File: src/rtl/procm6_pkg.sv
// Shared definitions for the procm6 input/output sample paths.
package procm6_pkg;

  localparam int unsigned DATA_W = 32;

  localparam logic [1:0] REQ_NONE = 2'd0;
  localparam logic [1:0] REQ_POP  = 2'd1;

endpackage

File: src/rtl/procm6_in_fifo_if.sv
// Acquisition-side write handshake plus procm6-side pop/status signals.
interface procm6_in_fifo_if #(
  parameter int unsigned DATA_W = procm6_pkg::DATA_W,
  parameter int unsigned DEPTH  = 16,
  parameter int unsigned CNT_W  = $clog2(DEPTH) + 1
);

  logic signed [DATA_W-1:0] wr_data;
  logic                     wr_en;
  logic                     full;
  logic [1:0]               req_in;
  logic signed [DATA_W-1:0] in;
  logic                     empty;
  logic [CNT_W-1:0]         level;
  logic                     ovf;
  logic                     udf;
  logic                     clr_err;

  modport master (
    output wr_data, wr_en, req_in, clr_err,
    input  full, in, empty, level, ovf, udf
  );

  modport slave (
    input  wr_data, wr_en, req_in, clr_err,
    output full, in, empty, level, ovf, udf
  );

endinterface

File: src/rtl/procm6_sdp_ram.sv
// Simple dual-port RAM: synchronous write, synchronous read with enable (old data on collision).
module procm6_sdp_ram #(
  parameter int unsigned DATA_W = 32,
  parameter int unsigned DEPTH  = 16,
  parameter int unsigned AW     = $clog2(DEPTH)
) (
  input  logic              clk,
  input  logic              we_i,
  input  logic [AW-1:0]     waddr_i,
  input  logic [DATA_W-1:0] wdata_i,
  input  logic              re_i,
  input  logic [AW-1:0]     raddr_i,
  output logic [DATA_W-1:0] rdata_o
);

  logic [DATA_W-1:0] mem_q [DEPTH];

  always_ff @(posedge clk) begin
    if (we_i) mem_q[waddr_i] <= wdata_i;
    if (re_i) rdata_o <= mem_q[raddr_i];
  end

endmodule

File: src/rtl/procm6_in_fifo.sv
// FWFT sample FIFO feeding the procm6 core's `in` port, with sticky overflow/underflow flags.
module procm6_in_fifo #(
  parameter int unsigned DATA_W = procm6_pkg::DATA_W,
  parameter int unsigned DEPTH  = 16,
  parameter int unsigned CNT_W  = $clog2(DEPTH) + 1
) (
  input  logic            clk,
  input  logic            rst,
  procm6_in_fifo_if.slave bus
);

  import procm6_pkg::*;

  localparam int unsigned AW = $clog2(DEPTH);

  logic [AW-1:0]            wr_ptr_q, wr_ptr_d, rd_ptr_q, rd_ptr_d, raddr;
  logic [CNT_W-1:0]         level_q, level_d;
  logic                     full_q, vis_q, vis_d, ovf_q, ovf_d, udf_q, udf_d, byp_q, byp_d;
  logic signed [DATA_W-1:0] out_q, out_d, wdat_q, wdat_d, ahead;
  logic [DATA_W-1:0]        rdata;
  logic                     pop_req, pop, we;

  // RAM continuously reads the entry behind the next head, so a pop can
  // load the output register at the same edge it is sampled.
  procm6_sdp_ram #(.DATA_W(DATA_W), .DEPTH(DEPTH), .AW(AW)) u_ram (
    .clk     (clk),
    .we_i    (we),
    .waddr_i (wr_ptr_q),
    .wdata_i (bus.wr_data),
    .re_i    (1'b1),
    .raddr_i (raddr),
    .rdata_o (rdata)
  );

  always_comb begin
    pop_req  = (bus.req_in == REQ_POP);
    pop      = pop_req && vis_q;
    we       = bus.wr_en && (!full_q || pop);
    wr_ptr_d = we  ? wr_ptr_q + AW'(1) : wr_ptr_q;
    rd_ptr_d = pop ? rd_ptr_q + AW'(1) : rd_ptr_q;
    raddr    = rd_ptr_d + AW'(1);
    level_d  = level_q + CNT_W'(we) - CNT_W'(pop);
    wdat_d   = we ? bus.wr_data : wdat_q;
    // A write landing on the read-ahead address is not visible in rdata until
    // the following read, so the last write data stands in for it.
    byp_d    = we && (wr_ptr_q == raddr);
    ahead    = byp_q ? wdat_q : $signed(rdata);

    out_d = out_q;
    vis_d = vis_q;
    if (pop) begin
      if (level_q >= CNT_W'(2)) out_d = ahead;
      else                      vis_d = 1'b0;
    end else if (!vis_q && level_q != '0) begin
      // Head is invisible only right after it was written, so it is the last write.
      out_d = wdat_q;
      vis_d = 1'b1;
    end

    ovf_d = (bus.wr_en && !we) ? 1'b1 : (bus.clr_err ? 1'b0 : ovf_q);
    udf_d = (pop_req && !vis_q) ? 1'b1 : (bus.clr_err ? 1'b0 : udf_q);
  end

  always_ff @(posedge clk or negedge rst) begin
    if (!rst) begin
      wr_ptr_q <= '0;
      rd_ptr_q <= '0;
      level_q  <= '0;
      full_q   <= 1'b0;
      vis_q    <= 1'b0;
      out_q    <= '0;
      wdat_q   <= '0;
      byp_q    <= 1'b0;
      ovf_q    <= 1'b0;
      udf_q    <= 1'b0;
    end else begin
      wr_ptr_q <= wr_ptr_d;
      rd_ptr_q <= rd_ptr_d;
      level_q  <= level_d;
      full_q   <= (level_d == CNT_W'(DEPTH));
      vis_q    <= vis_d;
      out_q    <= out_d;
      wdat_q   <= wdat_d;
      byp_q    <= byp_d;
      ovf_q    <= ovf_d;
      udf_q    <= udf_d;
    end
  end

  assign bus.full  = full_q;
  assign bus.in    = out_q;
  assign bus.empty = !vis_q;
  assign bus.level = level_q;
  assign bus.ovf   = ovf_q;
  assign bus.udf   = udf_q;

endmodule

File: src/flat_wrapper.sv
// flat-port wrapper written by rule: the top's interface ports become plain ports
module procm6_in_fifo_flat import procm6_pkg::*;
#(
  parameter int unsigned DATA_W = procm6_pkg::DATA_W,
  parameter int unsigned DEPTH  = 16,
  parameter int unsigned CNT_W  = $clog2(DEPTH) + 1
)
  (clk, rst, bus_wr_data, bus_wr_en, bus_req_in, bus_clr_err, bus_full, bus_in, bus_empty, bus_level, bus_ovf, bus_udf);
  procm6_in_fifo_if #(.DATA_W(DATA_W), .DEPTH(DEPTH), .CNT_W(CNT_W)) bus_i ();
  input  logic clk;
  input  logic rst;
  input wire logic [$bits(bus_i.wr_data)-1:0] bus_wr_data;
  input wire logic [$bits(bus_i.wr_en)-1:0] bus_wr_en;
  input wire logic [$bits(bus_i.req_in)-1:0] bus_req_in;
  input wire logic [$bits(bus_i.clr_err)-1:0] bus_clr_err;
  output wire logic [$bits(bus_i.full)-1:0] bus_full;
  output wire logic [$bits(bus_i.in)-1:0] bus_in;
  output wire logic [$bits(bus_i.empty)-1:0] bus_empty;
  output wire logic [$bits(bus_i.level)-1:0] bus_level;
  output wire logic [$bits(bus_i.ovf)-1:0] bus_ovf;
  output wire logic [$bits(bus_i.udf)-1:0] bus_udf;
  assign bus_i.wr_data = bus_wr_data;
  assign bus_i.wr_en = bus_wr_en;
  assign bus_i.req_in = bus_req_in;
  assign bus_i.clr_err = bus_clr_err;
  assign bus_full = bus_i.full;
  assign bus_in = bus_i.in;
  assign bus_empty = bus_i.empty;
  assign bus_level = bus_i.level;
  assign bus_ovf = bus_i.ovf;
  assign bus_udf = bus_i.udf;
  procm6_in_fifo #(.DATA_W(DATA_W), .DEPTH(DEPTH), .CNT_W(CNT_W)) u_core (.clk(clk), .rst(rst), .bus(bus_i));
endmodule
File: config.mk
export PLATFORM = sky130hd
export DESIGN_NAME = procm6_in_fifo_flat
export DESIGN_NICKNAME = d
export VERILOG_FILES = /design/src/rtl/procm6_pkg.sv /design/src/rtl/procm6_in_fifo_if.sv /design/src/rtl/procm6_sdp_ram.sv /design/src/rtl/procm6_in_fifo.sv /design/src/flat_wrapper.sv
export SDC_FILE = /design/constraint.sdc
export NUM_CORES = 1
export LEC_CHECK = 0
export CAP_MARGIN = 20
export CORE_MARGIN = 2
export CORE_UTILIZATION = 35
export DETAILED_ROUTE_END_ITERATION = 16
export PLACE_DENSITY = 0.5
export SETUP_SLACK_MARGIN = 0.5
export SLEW_MARGIN = 20
export SYNTH_ARGS = -nofsm -noshare
export SYNTH_HDL_FRONTEND = slang
export SYNTH_SLANG_ARGS = --single-unit
File: constraint.sdc
create_clock -name clk -period 4.3 [get_ports clk]
set_input_delay 0.43 -clock clk [delete_from_list [all_inputs] [get_ports clk]]
set_output_delay 0.43 -clock clk [all_outputs]
set_load 0.005 [all_outputs]
==> run metrics <==
run status finished clean; fin crit period roughly 2.9 ns; CP Launch Type flop; Worst Hold Endpoint u_core.bus.ovf; Die Wd 266 µm; HP Class input pin to flop; Placed Cells slightly above 2000; crit-path max FO 21; clk buf depth 3; io pins slightly below 80; DRT Pass-1 Iters 5; Crit. Startpoint u_core.vis_q; gr usage total 0.153; nets around 1300; Async S/R FF share, synth 0.131; crit path max-delay cell type ha_4; initial antenna violation count 0; Post-route DRC 0; PortBufs 78; leading cell type by number of instances after synthesis edfxtp_1; Leak Pwr approximately 9.7 nW; Cells after Synth 1100; max-cap violation count 0; worst hold start bus_clr_err; Post-synth EDFFs about 510; met2 routed WL around 25000 µm; kind of critical path flop to flop; sequential share of power 0.380; FF-to-FF setup slack approximately 1.4 ns; Comb pwr share 0.357; Clock transition at path regs 0.06 ns; Main synth FF type edfxtp_1; Avg WL per Cell roughly 24 µm; Initial DRC Count approximately 700; Clock Latency Late Sink around 0.60 ns; CP peak stage delay 0.55 ns; Synth area leader edfxtp_1; switching power between 6 and 7 mW; Final Skew 0.0228 ns; Layout Cells excl Fill 2172; Ant. Diodes 0; die area 70700 µm²; Worst-Margin Slew between 0.8 and 0.9 ns; Syn Nets roughly 1200; max-slew violation count 0; met1 WL roughly 24000 µm; Hold Violations, Final 0; RSZ-0062 raised after global routing no; FP Rows 96; most used cell, CP mux2i_1; Fill cells between 5000 and 6000; Via-to-Cell Ratio 5.01; die span in y 266 µm; Area Growth Syn to Fin 17.7%; Post-DP HPWL between 20000 and 30000 µm; PD cells around 750 nW/µm²; f_max 344 MHz; Clk pwr share 0.264; Reg-to-Reg End u_core.u_ram.rdata_o[19]; Sink Count around 630; DR top layer met4; Synth top area share 0.641; share of layout cells above drive strength 1 0.270; depth of the worst register-to-register path 8; Vias between 10000 and 15000; post-synthesis cell area approximately 24000 µm²; vias in the first global route ~12000; setup_tns 0 ns; post-route setup slack around 1.4 ns; CP Data Required Time roughly 4.8 ns; Slew headroom 0.446; Synth area leaders edfxtp_1 (64%), mux4_2 (12%), dfrtp_1 (8.5%); CTS tree done; clock root buffer clkbuf_16; pin count of the biggest net entering global routing slightly above 70; Initial Utilization 0.352; commonest cells in the netlist edfxtp_1 (512), mux4_2 (128), mux2i_1 (96); Yosys Warn Count 0; met3 routed WL 1910 µm; VDD IR max about 0.0006 V; Synth Register Bits around 630; core footprint slightly below 70000 µm²; Setup WS pre-CTS ~0.8 ns; RR Startpoint u_core.vis_q; total routed wirelength approximately 52000 µm; switching share of power 0.306; Clock H-tree levels 3; first-pass GRT wire length just under 80000 µm; GRT overflow 0; total CTS buffers about 70; Synth cell types 39; P_int between 10 and 15 mW; CP Data Arrival Time about 3.4 ns; cells along the critical path and3b_1 > xnor2_4 > inv_1 > ha_4 > buf_4 > mux4_2 > mux2i_1 > mux2i_1; syn avg cell area 21.8 µm²; Post-DRT Antenna Nets 0; endpoint type of the worst setup path flop; post-cts resize count 0; post-synthesis sequential area ratio 0.753; Tcrit/Tclk final 0.676; setup violators final 0; Final GP Congestion 0.703; final hold slack about 0.45 ns; worst hold stages 2
[metal layers]
layer	track usage	vias to the layer above
li1	-	4752
met4	0.0463	0
met1	0.221	5883
met5	0	-
met2	0.237	191
met3	0.0253	56
[timing repair]
item | 4_1_cts | 5_1_grt
endpoints found under the hold margin | 54 | 0
hold buffers | 1 | 0
buffers inserted | 0 | 0
[cell type report]
cell class,instances,area (µm²),area share
clock inverter,19,173,0.00611
clock buffer,103,1910,0.0677
timing repair buffer,118,1230,0.0436
inverter,14,52.6,0.00186
multi-input combinational,410,5720,0.202
tap,882,1100,0.0391
sequential,626,18100,0.639
[power by group through the flow]
stage,logic [mW],registers [mW],clock network [mW]
finish,7.52,8.01,5.56
global route,8.20,8.11,5.96
CTS,7.75,8.03,5.71
detailed placement,7.73,8.16,0
global placement,7.68,8.13,0
floorplan,5.29,7.99,0
[cells by family (layout without fill, tap and decap cells)]
| group | count (synthesis) | count (layout) | synth area share |
|---|---|---|---|
| AO/OA/AOI/OAI | 13 | 13 | 0.00349 |
| XOR/XNOR | 15 | 15 | 0.00667 |
| adder cells (fa/ha/maj) | 15 | 15 | 0.00813 |
| buffers and inverters | 64 | 254 | 0.0128 |
| flip-flops | 626 | 626 | 0.753 |
| multiplexers | 320 | 320 | 0.205 |
| AND/OR/NAND/NOR | 47 | 47 | 0.0109 |
[worst max path at each step]
stage / endpoint / slack (ns) / cells past startpoint
after floorplan: u_core.u_ram.rdata_o[12] / 1.32 / 12
after global placement: u_core.u_ram.rdata_o[19] / 0.84 / 9
after detailed placement: u_core.u_ram.rdata_o[19] / 0.80 / 9
after CTS: u_core.u_ram.rdata_o[19] / 1.30 / 8
after global routing: u_core.u_ram.rdata_o[19] / 1.18 / 8
final: u_core.u_ram.rdata_o[19] / 1.39 / 8
[registers in the layout (all words and copies together), names as in the netlist, 4 cells and up]
register and count:
u_core.u_ram.mem_q 512, u_core.bus.in 32, u_core.u_ram.rdata_o 32, u_core.wdat_q 32
u_core.bus.level 5, u_core.rd_ptr_q 4, u_core.wr_ptr_q 4
[cell usage in the layout (no fill, tap or decap), types with 28 or more instances in the layout]
cell type        instances
clkbuf_16               69
edfxtp_1               512
clkdlybuf4s50_1         77
mux2_1                  28
clkbuf_1                28
dfxtp_1                 32
mux2i_1                 96
mux2_2                  68
buf_4                   28
dfrtp_1                 82
mux4_2                 128
[stage by stage]
stage | total power [mW] | utilization | cell area, µm²
floorplan | 13.3 | - | 24000
global placement | 15.8 | 0.383 | 26200
detailed placement | 15.9 | 0.383 | 26200
CTS | 21.5 | 0.414 | 28300
global route | 22.3 | 0.414 | 28300
finish | 21.1 | 0.414 | 28300
[critical path, delay by kind of cell, from the launching register on]
| family | cells | cell delay [ns] |
|---|---|---|
| mux | 3 | 0.69 |
| fa+ha+maj | 1 | 0.55 |
| buf+inv | 2 | 0.52 |
| flops | 1 | 0.44 |
| simple gates | 1 | 0.38 |
| xor+xnor | 1 | 0.19 |
Power figures use the tool's default switching activity.
